### src/rtl/register_wneg_clkneg_universal.sv
// Falling-edge universal register: load, shift, rotate and multi-cycle rotate-by-N.
// Define REGISTER_UNIVERSAL_PARITY_EN to add a registered Parity output.
module register_wneg_clkneg_universal #(
    parameter int              WIDTH       = 8,
    parameter int              AW          = $clog2(WIDTH),
    parameter logic [WIDTH-1:0] RESET_VALUE = {WIDTH{1'b0}}
) (
    input  logic             Clkbar,
    input  logic             Reset,
    input  logic             Enbar,
    input  logic [2:0]       Mode,
    input  logic [WIDTH-1:0] in,
    input  logic             SerialInLsb,
    input  logic             SerialInMsb,
    input  logic [AW-1:0]    Amount,
    output logic [WIDTH-1:0] out,
`ifdef REGISTER_UNIVERSAL_PARITY_EN
    output logic             Parity,
`endif
    output logic             SerialOutMsb,
    output logic             SerialOutLsb,
    output logic             Busy,
    output logic             Done
);

    typedef enum logic {IDLE = 1'b0, SHIFT = 1'b1} state_t;

    state_t          state;
    logic [AW-1:0]   counter;
    logic [WIDTH-1:0] out_next;

    assign SerialOutMsb = out[WIDTH-1];
    assign SerialOutLsb = out[0];

    // Next register contents for the non-reset case; Mode 111 never moves out in IDLE.
    always_comb begin
        out_next = out;
        if (!Enbar) begin
            if (state == SHIFT) begin
                out_next = {out[WIDTH-2:0], out[WIDTH-1]};
            end else begin
                case (Mode)
                    3'b001:  out_next = in;
                    3'b010:  out_next = {out[WIDTH-2:0], SerialInLsb};
                    3'b011:  out_next = {SerialInMsb, out[WIDTH-1:1]};
                    3'b100:  out_next = {out[WIDTH-2:0], out[WIDTH-1]};
                    3'b101:  out_next = {out[0], out[WIDTH-1:1]};
                    3'b110:  out_next = {out[WIDTH-1], out[WIDTH-1:1]};
                    default: out_next = out;
                endcase
            end
        end
    end

    always_ff @(negedge Clkbar) begin
        if (Reset) begin
            out     <= RESET_VALUE;
            state   <= IDLE;
            counter <= '0;
            Busy    <= 1'b0;
            Done    <= 1'b0;
`ifdef REGISTER_UNIVERSAL_PARITY_EN
            Parity  <= ^RESET_VALUE;
`endif
        end else begin
            Done <= 1'b0;
            out  <= out_next;
`ifdef REGISTER_UNIVERSAL_PARITY_EN
            Parity <= ^out_next;
`endif
            case (state)
                IDLE: begin
                    if (!Enbar && Mode == 3'b111) begin
                        if (Amount == '0) begin
                            Done <= 1'b1;
                        end else begin
                            counter <= Amount;
                            Busy    <= 1'b1;
                            state   <= SHIFT;
                        end
                    end
                end
                SHIFT: begin
                    // Enbar high pauses the rotate with counter and Busy held.
                    if (!Enbar) begin
                        counter <= counter - AW'(1);
                        if (counter == AW'(1)) begin
                            state <= IDLE;
                            Busy  <= 1'b0;
                            Done  <= 1'b1;
                        end
                    end
                end
                default: state <= IDLE;
            endcase
        end
    end

endmodule

### config.mk
export PLATFORM = sky130hd
export DESIGN_NAME = register_wneg_clkneg_universal
export DESIGN_NICKNAME = d
export VERILOG_FILES = /design/src/rtl/register_wneg_clkneg_universal.sv
export SDC_FILE = /design/constraint.sdc
export NUM_CORES = 1
export LEC_CHECK = 0
export ABC_AREA = 0
export CORE_ASPECT_RATIO = 0.6
export CORE_MARGIN = 4
export CORE_UTILIZATION = 50
export CTS_BUF_LIST = sky130_fd_sc_hd__clkbuf_2 sky130_fd_sc_hd__clkbuf_4 sky130_fd_sc_hd__clkbuf_8
export CTS_CLUSTER_DIAMETER = 80
export CTS_CLUSTER_SIZE = 25
export DETAILED_ROUTE_END_ITERATION = 16
export HOLD_SLACK_MARGIN = 0.15
export PLACE_DENSITY_LB_ADDON = 0.1
export SETUP_SLACK_MARGIN = 0.5
export SLEW_MARGIN = 10
export SYNTH_ARGS = -nofsm -noshare
export SYNTH_HDL_FRONTEND = slang
export SYNTH_SLANG_ARGS = --single-unit
export TNS_END_PERCENT = 20
### constraint.sdc
create_clock -name Clkbar -period 1.75 [get_ports Clkbar]
set_input_delay 0.35 -clock Clkbar [delete_from_list [all_inputs] [get_ports Clkbar]]
set_output_delay 0.35 -clock Clkbar [all_outputs]
set_load 0.1 [all_outputs]
==> results of run 1 <==
[repair_timing]
action                                  in CTS
endpoints found under the setup margin      26
buffers inserted                             1
resized for setup                           59
pin swaps                                   15
gates cloned                                 0
[Yosys cell counts, types with 4 or more instances]
cell	count
nand2_1	7
buf_4	4
nand3_1	10
mux2i_1	4
a21oi_1	15
buf_2	6
o21ai_0	5
o211ai_1	4
nor2_1	9
a311oi_1	4
dfxtp_1	14
inv_1	9
[stage by stage]
| step | utilization, % | cell area [µm²] | hold WS (ns) | instances |
|---|---|---|---|---|
| after global placement | 85.9 | 1870 | 0.461 | 239 |
| after floorplan | - | 1170 | 0.450 | 149 |
| after detailed placement | 85.9 | 1870 | 0.501 | 239 |
| after CTS | 96.3 | 2100 | 0.509 | 257 |
[cell families after synthesis]
logic type / synth area share, %
fa+ha+maj: 2.16
buf+inv: 10.4
mux: 3.46
compound gates: 37.3
flops: 24.2
simple gates: 21.0
xor+xnor: 1.51
==> flow_summary.rst, run 1 <==
.. list-table::
   :header-rows: 1

   * - Metric
     - Value
   * - Number of input and output port buffers inserted
     - 30
   * - Failed at
     - global routing
   * - Top cell type by total area after synthesis
     - dfxtp_1
   * - Maximum clock path buffer count
     - 2
   * - Count of synthesis-stage warnings from yosys
     - 0
   * - Worst Endpoint after GRT Repair
     - out[3]$_SDFFE_NP0P_/D
   * - Number of H-tree levels
     - 1
   * - I/O pin count
     - 31
   * - Share of the synthesized area in the top cell type
     - 24.2%
   * - Number of distinct library cells after synthesis
     - 50
   * - Hold-fix buffers, CTS
     - 0
   * - Synth Register Bits
     - 14
   * - Share of flip-flops with an asynchronous set or reset after synthesis
     - 0%
   * - Outcome
     - stopped before the end
   * - Cell area after synthesis
     - 1160 µm²
   * - Root buffer selected by CTS
     - clkbuf_8
   * - Placer's final routability congestion estimate
     - 0.936
   * - Count of standard-cell rows
     - 13
   * - Net count after synthesis
     - 170
   * - Horiz. Die Dim
     - 70.1 µm
   * - DP Worst Slack
     - -1.35 ns
   * - TritonCTS Sinks
     - 14
   * - Kind of the worst endpoint
     - register data pin
   * - Die outline height
     - 45.3 µm
   * - Initial Util
     - 53.1%
   * - Post-synth EDFFs
     - 0
   * - HPWL after detailed placement
     - 3600 µm
   * - Post-synthesis area per instance
     - 7.77 µm²
   * - Dominant cells by area after synthesis
     - dfxtp_1, a21oi_1, nand3_1, mux2i_1, a311oi_1
   * - Maximum number of pins on one net before global-route repair
     - 17
   * - Clock buffer count from CTS
     - 3
   * - Part of the Yosys area used for sequential elements
     - 24.2%
   * - Most instantiated flip-flop cell in the synthesis netlist
     - dfxtp_1
   * - Error that halted the flow
     - [ERROR DPL-0038] Utilization greater than 100%, impossible to legalize
   * - Synthesized netlist cell count
     - 149
==> run 2: changes to the inputs <==
==> config.mk (replaced) <==
export PLATFORM = sky130hd
export DESIGN_NAME = register_wneg_clkneg_universal
export DESIGN_NICKNAME = d
export VERILOG_FILES = /design/src/rtl/register_wneg_clkneg_universal.sv
export SDC_FILE = /design/constraint.sdc
export NUM_CORES = 1
export LEC_CHECK = 0
export ABC_AREA = 0
export CORE_AREA = 4 4 65 67
export DETAILED_ROUTE_END_ITERATION = 16
export DIE_AREA = 0 0 69 71
export PLACE_DENSITY_LB_ADDON = 0.15
export SLEW_MARGIN = 10
export SYNTH_ARGS = -nofsm -noshare
export SYNTH_HDL_FRONTEND = slang
export SYNTH_SLANG_ARGS = --single-unit
export TNS_END_PERCENT = 20
==> flow_summary.rst, run 2 <==
.. list-table::
   :header-rows: 1

   * - Metric
     - Value
   * - Max stage delay on crit path
     - 0.34 ns
   * - Number of DRC violations after detailed-routing iteration 0
     - 85
   * - Die outline height
     - 71 µm (+57%)
   * - XOR/XNOR Fraction of Synth Area
     - 1.51% (unchanged)
   * - Count of synthesis-stage warnings from yosys
     - 0 (unchanged)
   * - Number of input and output port buffers inserted
     - 30 (unchanged)
   * - Ant diodes
     - 0
   * - Routing usage on met2
     - 28.6%
   * - Post-synthesis area per instance
     - 7.77 µm² (unchanged)
   * - Top library cells by usage in the layout, fill and taps aside
     - buf_4, inv_1, a21oi_1, buf_12
   * - Part of the Yosys area used for sequential elements
     - 24.2% (unchanged)
   * - Share of the synthesized area in the top cell type
     - 24.2% (unchanged)
   * - Cell with the most instances after synthesis
     - a21oi_1
   * - Worst clock skew
     - 0.0131 ns
   * - Synthesized netlist cell count
     - 149 (unchanged)
   * - Vias after detailed routing
     - 1,499
   * - Die outline area
     - 4900 µm²
   * - Clock network latency to the later pin of the worst-skew pair
     - 0.32 ns
   * - Number of flip-flops under the largest register name
     - 8
   * - Max Cap Viol
     - 0
   * - Top Family by Delay on Critical Path
     - simple AND/OR/NAND/NOR gates
   * - Crit path launch type
     - input port
   * - Net count after synthesis
     - 170 (unchanged)
   * - Area overhead of the layout relative to synthesis
     - 78.8%
   * - HPWL after detailed placement
     - 3180 µm (-12%)
   * - Number of H-tree levels
     - 1 (unchanged)
   * - Cell type with the highest occurrence count on the critical path
     - buf_6
   * - Switching part of the total
     - 40.7%
   * - Hold violation total from the final report
     - 0
   * - Worst hold path type
     - flip-flop to flip-flop
   * - Switch Pwr
     - 0.545 mW
   * - Critical-path cell list
     - buf_6 -> buf_6 -> or3_4 -> a21o_4 -> and2_4 -> o221a_1
   * - Final-report setup violation count
     - 26
   * - Count of antenna-violating nets left after detailed routing
     - 0
   * - Power share of the combinational group
     - 43.1%
   * - Outcome
     - complete, but fails checks
   * - Cell with the largest stage delay on the worst path
     - or3_4
   * - Synth Register Bits
     - 14 (unchanged)
   * - GR met1 Demand/Resource
     - 20.4%
   * - Biggest register
     - out
   * - Count of standard-cell rows
     - 22 (+9)
   * - Clock buffer count from CTS
     - 3 (unchanged)
   * - Fraction of synthesized area in multiplexers
     - 3.46% (unchanged)
   * - Share of flip-flops with an asynchronous set or reset after synthesis
     - 0% (unchanged)
   * - CP max FO
     - 7
   * - Global-route total usage across every layer
     - 17.3%
   * - Worst vdd ir
     - 413 µV
   * - Slew HR
     - 75.5%
   * - Initial Util
     - 31.9% (-21 points)
   * - Root buffer selected by CTS
     - clkbuf_8
   * - Vias in the first global route
     - 1,519
   * - Crit path setup slack, layout
     - -0.521 ns
   * - Leakage power
     - 0.879 nW
   * - Post-route DRC
     - 0
   * - Most instantiated flip-flop cell in the synthesis netlist
     - dfxtp_1
   * - Clock-pin slew on the worst setup and hold paths
     - 0.03 ns
   * - Main combinational cell family by area after synthesis
     - compound AO/OA/AOI/OAI gates
   * - Slew of the pin with the lowest slew margin
     - 0.358 ns
   * - Signal arrival time at the worst endpoint
     - 1.59 ns
   * - Share of synthesized cell area in full adder, half adder and majority cells
     - 2.16% (unchanged)
   * - Buffers and inverters on the worst path
     - 2
   * - Clock group share of total power
     - 29.7%
   * - Most common library cells after synthesis
     - a21oi_1, dfxtp_1, nand3_1, inv_1, nor2_1
   * - Maximum clock path buffer count
     - 2 (unchanged)
   * - Largest regs
     - out: 8 flops, counter: 3 flops
   * - Post-synth EDFFs
     - 0 (unchanged)
   * - Detail-routed via count per cell
     - 5.49
   * - Power per standard cell area
     - 647 nW/µm²
   * - Dominant cells by area after synthesis
     - dfxtp_1, a21oi_1, nand3_1, mux2i_1, a311oi_1
   * - Initial antenna violation count
     - 0
   * - Clock tree from TritonCTS
     - yes
   * - Met3 track demand over resource
     - 5.82%
   * - Number of distinct library cells after synthesis
     - 50 (unchanged)
   * - I/O pin count
     - 31 (unchanged)
   * - Number of iterations in the first detailed-routing pass
     - 4
   * - Aggregate global routing overflow
     - 0
   * - Violations in the final reports
     - negative setup slack
   * - Pins Over Slew Limit
     - 0
   * - Share of power burned in registers
     - 27.2%
   * - Critical setup path kind
     - input port to flip-flop
   * - RSZ-0062 raised after global routing
     - yes
   * - TritonCTS Sinks
     - 14 (unchanged)
   * - WL/cell
     - 15.9 µm
   * - Number of setup buffers added after CTS
     - 0 (-1)
   * - Placer's final routability congestion estimate
     - 0.899 (-4.0%)
   * - Layer with the highest usage after global routing
     - met2
   * - Cell Int Power
     - 0.795 mW
   * - Hold-fix buffers, CTS
     - 0 (unchanged)
   * - Maximum number of pins on one net before global-route repair
     - 18
   * - Global-route wire length before repair
     - 6960 µm
   * - Worst Setup End Kind
     - flip-flop
   * - Layout cell share with drive strength beyond 1
     - 39.6%
   * - Horiz. Die Dim
     - 69 µm (-1.6%)
   * - Setup TNS
     - -8.84 ns
   * - Filler Cell Count
     - 347
   * - Net count, final
     - 248
   * - Final design utilization
     - 57.0%
   * - Compound-gate portion of the synthesized area
     - 37.3% (unchanged)
   * - Cell area after synthesis
     - 1160 µm² (unchanged)
   * - Total wire length
     - 4330 µm
   * - Most common cell after layout, fill and taps aside
     - buf_4
   * - Top cell type by total area after synthesis
     - dfxtp_1
   * - Data required time at the worst endpoint
     - 1.07 ns
   * - Simple-gate portion of the synthesized area
     - 21.0% (unchanged)
   * - Core outline area
     - 3630 µm²
==> run 2: cell counts after synthesis <==
No cell type changed its count.
==> run 2: logic make-up (layout without fill, tap and decap cells) <==
group,after synthesis,count (layout)
xor gates and xnor gates,2,2
adders and majority gates,2,2
DFF,14,14
muxes,4,4
buffers and inverters,24,100
AOI/OAI and AO/OA,58,58
and+or+nand+nor,45,45
==> run 2: final cells by class <==
type / instances / area (µm²) / area share, %
multi-input cells: 111 / 821 / 39.7
clock buffers: 3 / 41.3 / 2.00
repair buffers: 75 / 763 / 36.9
well taps: 48 / 60.1 / 2.90
flip-flops and latches: 14 / 302 / 14.6
clock inverters: 14 / 52.6 / 2.54
inverters: 8 / 30.0 / 1.45
==> run 2: layer usage <==
layer / vias to the layer above / routed length, µm / share of wire (%)
met5: - / 0 / 0
met4: 0 / 46 / 1.1
met3: 7 / 255 / 5.9
met2: 52 / 2190 / 50
met1: 713 / 1850 / 43
li1: 727 / - / -
==> run 2: metrics by stage <==
stage	total power [mW]	cells	hold WS (ns)	setup WS [ns]	area (µm²)
after floorplan	0.721	149	0.450	-0.675	1170
after global placement	0.967	256	0.464	-1.26	1900
after detailed placement	0.973	256	0.466	-1.25	1900
after CTS	1.34	273	0.479	-0.501	2020
after global routing	1.44	273	0.526	-0.518	2070
final	1.34	273	0.475	-0.521	2070
==> run 2: path summary, 6_finish.rpt <==
| kind | slack (ns) | depth (start not counted) | end | startpoint |
|---|---|---|---|---|
| min reg2reg | 0.48 | 2 | counter[1] | counter[1] |
| min | 0.48 | 2 | counter[1] | counter[1] |
| max reg2reg | 0.41 | 4 | out[1] | state |
| max | -0.52 | 6 | out[4] | Mode[2] |
==> run 2: power by group through the flow <==
stage               Clock [mW]  Combinational, mW  Sequential, mW
floorplan               0.0525              0.186           0.482
global placement        0.0525              0.547           0.367
detailed placement      0.0525              0.553           0.368
CTS                      0.418              0.560           0.365
global route             0.473              0.605           0.366
finish                   0.398              0.577           0.364
==> run 2: timing repair <==
action,4_1_cts,5_1_grt
cloned,1,0
gates resized for setup,33,13
setup endpoints to repair,26,26
pin swaps,7,2
==> run 2: worst reg2reg max path: stages (launching register included) <==
cell and delay (ns):
dfxtp_1 0.30, inv_1 0.19, nand3_1 0.12, a311o_1 0.33
a311oi_2 0.30
(Power assumes the default switching activity.)
==> run 3: changes to the inputs <==
--- a/config.mk
+++ b/config.mk
@@ -9,6 +9,7 @@
 export CORE_AREA = 4 4 65 67
 export DETAILED_ROUTE_END_ITERATION = 16
 export DIE_AREA = 0 0 69 71
+export DONT_BUFFER_PORTS = 1
 export PLACE_DENSITY_LB_ADDON = 0.15
 export SLEW_MARGIN = 10
 export SYNTH_ARGS = -nofsm -noshare
==> flow_summary.rst, run 3 (same netlist as run 2, synthesis figures left out) <==
.. list-table::
   :header-rows: 1

   * - Metric
     - Value
   * - Outcome
     - complete, but fails checks
   * - Violations in the final reports
     - negative setup slack
   * - Dpl cells
     - 217 (-15%)
   * - Number of H-tree levels
     - 1 (unchanged)
   * - Vias after detailed routing
     - 1,337 (-11%)
   * - Net count, final
     - 208 (-16%)
   * - Detail-routed via count per cell
     - 5.74 (+4.5%)
   * - Biggest register
     - out
   * - Power per standard cell area
     - 729 nW/µm² (+13%)
   * - Count of standard-cell rows
     - 22 (unchanged)
   * - Aggregate global routing overflow
     - 0 (unchanged)
   * - Slew HR
     - 72.0% (-3.5 points)
   * - Hold violation total from the final report
     - 0 (unchanged)
   * - TritonCTS Sinks
     - 14 (unchanged)
   * - Register-to-register setup slack
     - 0.14 ns (-0.27 ns)
   * - Root buffer selected by CTS
     - clkbuf_8
   * - Maximum clock path buffer count
     - 2 (unchanged)
   * - Max Cap Viol
     - 0 (unchanged)
   * - Ant diodes
     - 0 (unchanged)
   * - WL/cell
     - 17.1 µm (+7.5%)
   * - Initial Util
     - 31.9% (unchanged)
   * - Leakage power
     - 0.667 nW (-24%)
   * - Final-report setup violation count
     - 20 (-23%)
   * - Timing startpoint of the critical path
     - out[0]
   * - Slew of the pin with the lowest slew margin
     - 0.419 ns (+0.0609 ns)
   * - Most common cell after layout, fill and taps aside
     - buf_4
   * - Worst clock skew
     - 0.0117 ns (-0.00146 ns)
   * - Clock group share of total power
     - 33.1% (+3.4 points)
   * - Largest regs
     - out: 8 flops, counter: 3 flops
   * - Maximum number of pins on one net before global-route repair
     - 24 (+6)
   * - Clock network latency to the later pin of the worst-skew pair
     - 0.32 ns (about the same)
   * - Switch Pwr
     - 0.487 mW (-11%)
   * - Signal arrival time at the worst endpoint
     - 1.77 ns (+0.18 ns)
   * - Clock buffer count from CTS
     - 3 (unchanged)
   * - Crit path launch type
     - flip-flop
   * - Global-route wire length before repair
     - 6290 µm (-9.7%)
   * - Data required time at the worst endpoint
     - 1.40 ns (+0.33 ns)
   * - Number of setup buffers added after CTS
     - 0 (unchanged)
   * - Share of power burned in registers
     - 29.9% (+2.7 points)
   * - Final non-filler cell total
     - 233 (-15%)
   * - Cell with the largest stage delay on the worst path
     - dfxtp_4
   * - Buffers and inverters on the worst path
     - 1 (-1)
   * - Worst hold path type
     - flip-flop to flip-flop
   * - Die outline area
     - 4900 µm² (unchanged)
   * - Die outline height
     - 71 µm (unchanged)
   * - Worst vdd ir
     - 314 µV (-24%)
   * - DP Worst Slack
     - -0.605 ns (+0.641 ns)
   * - Pins Over Slew Limit
     - 0 (unchanged)
   * - Switching part of the total
     - 40.4% (-0.25 points)
   * - Critical setup path kind
     - flip-flop to output pin
   * - Vias in the first global route
     - 1,304 (-14%)
   * - Number of DRC violations after detailed-routing iteration 0
     - 64 (-25%)
   * - Cell Int Power
     - 0.718 mW (-9.7%)
   * - Crit path setup slack, layout
     - -0.370 ns (+0.151 ns)
   * - Clock-pin slew on the worst setup and hold paths
     - 0.03 ns (about the same)
   * - Worst Setup End Kind
     - output pin
   * - Number of flip-flops under the largest register name
     - 8 (unchanged)
   * - Power share of the combinational group
     - 37.0% (-6.1 points)
   * - Horiz. Die Dim
     - 69 µm (unchanged)
   * - Reg2reg end
     - out[1]
   * - Depth of the worst register-to-register path
     - 5 (+1)
   * - Layout cell share with drive strength beyond 1
     - 32.4% (-7.1 points)
   * - HPWL after detailed placement
     - 2870 µm (-9.6%)
   * - Global-route total usage across every layer
     - 15.9% (-1.4 points)
   * - Initial antenna violation count
     - 0 (unchanged)
   * - I/O pin count
     - 31 (unchanged)
   * - Clock tree from TritonCTS
     - yes
   * - Total power of the final layout
     - 1.20 mW (-10%)
   * - WP depth
     - 1 (-5)
   * - Top library cells by usage in the layout, fill and taps aside
     - buf_4, inv_1, a21oi_1
   * - Count of antenna-violating nets left after detailed routing
     - 0 (unchanged)
   * - RSZ-0062 raised after global routing
     - yes
   * - Post-route DRC
     - 0 (unchanged)
   * - Crit Reg-Reg Startpoint
     - out[0]
   * - Final design utilization
     - 45.5% (-12 points)
   * - End point of the critical path
     - SerialOutLsb
   * - Top Family by Delay on Critical Path
     - flip-flops
   * - Placer's final routability congestion estimate
     - 0.922 (+2.6%)
   * - Max stage delay on crit path
     - 0.34 ns (about the same)
   * - Number of iterations in the first detailed-routing pass
     - 4 (unchanged)
   * - CP max FO
     - 3 (-4)
   * - Total wire length
     - 3980 µm (-8.3%)
   * - Core outline area
     - 3630 µm² (unchanged)
   * - Worst hold margin
     - 0.476 ns (+0.000953 ns)
   * - Critical-path cell list
     - buf_12
   * - Filler Cell Count
     - 378 (+8.9%)
   * - Area overhead of the layout relative to synthesis
     - 42.7%
   * - Number of input and output port buffers inserted
     - 0 (-100%)
[run 3: cell types whose count changed in the layout (fill, tap and decap cells not counted), moves of 3 or more]
cell,delta
buf_12,-3
clkdlybuf4s50_1,-10
dlygate4sd2_1,-4
dfxtp_2,+4
buf_4,-18
dfxtp_4,-3
[run 3: repair_timing]
action	4_1_cts	5_1_grt
hold buffers	0	0
hold endpoints to repair	0	0
pin swaps	1	0
gates resized for setup	14	3
endpoints found under the setup margin	24	23
[run 3: cell type report]
type	count	area (µm²)	share of cell area, %
Tap cell	48	60.1	3.64
Clock inverter	14	52.6	3.18
Inverter	8	30.0	1.82
Sequential cell	14	295	17.9
Timing Repair Buffer	35	388	23.5
Clock buffer	3	41.3	2.50
Multi-Input combinational cell	111	785	47.5
[run 3: how the worst min path moves through the flow]
stage | start | endpoint | slack, ns | cells past startpoint
6_report | counter[1] | counter[1] | 0.48 | 2
3_3_place_gp | counter[1] | counter[1] | 0.46 | 2
5_1_grt | counter[1] | counter[1] | 0.51 | 2
3_5_place_dp | counter[1] | counter[1] | 0.47 | 2
4_1_cts | counter[1] | counter[1] | 0.48 | 2
2_1_floorplan | counter[1] | counter[1] | 0.45 | 2
[run 3: metrics by stage]
stage	TNS, ns	cell area (µm²)
finish	-5.93	1650
CTS	-5.98	1640
global placement	-6.63	1520
floorplan	-10.82	1170
global route	-6.56	1650
detailed placement	-6.84	1520
[run 3: power groups by stage]
| stage | Sequential, mW | Clock (mW) | Combinational, mW |
|---|---|---|---|
| after floorplan | 0.482 | 0.0525 | 0.186 |
| after global placement | 0.362 | 0.0525 | 0.430 |
| final | 0.360 | 0.398 | 0.446 |
| after global routing | 0.362 | 0.454 | 0.468 |
| after CTS | 0.361 | 0.420 | 0.442 |
| after detailed placement | 0.362 | 0.0525 | 0.433 |
[run 3: routing by layer]
metal	vias to the layer above	wire length [µm]	GRT usage, %
met5	-	0	0
met2	41	1990	25.3
li1	644	-	-
met4	0	82	6.94
met1	641	1650	18.6
met3	11	254	6.96
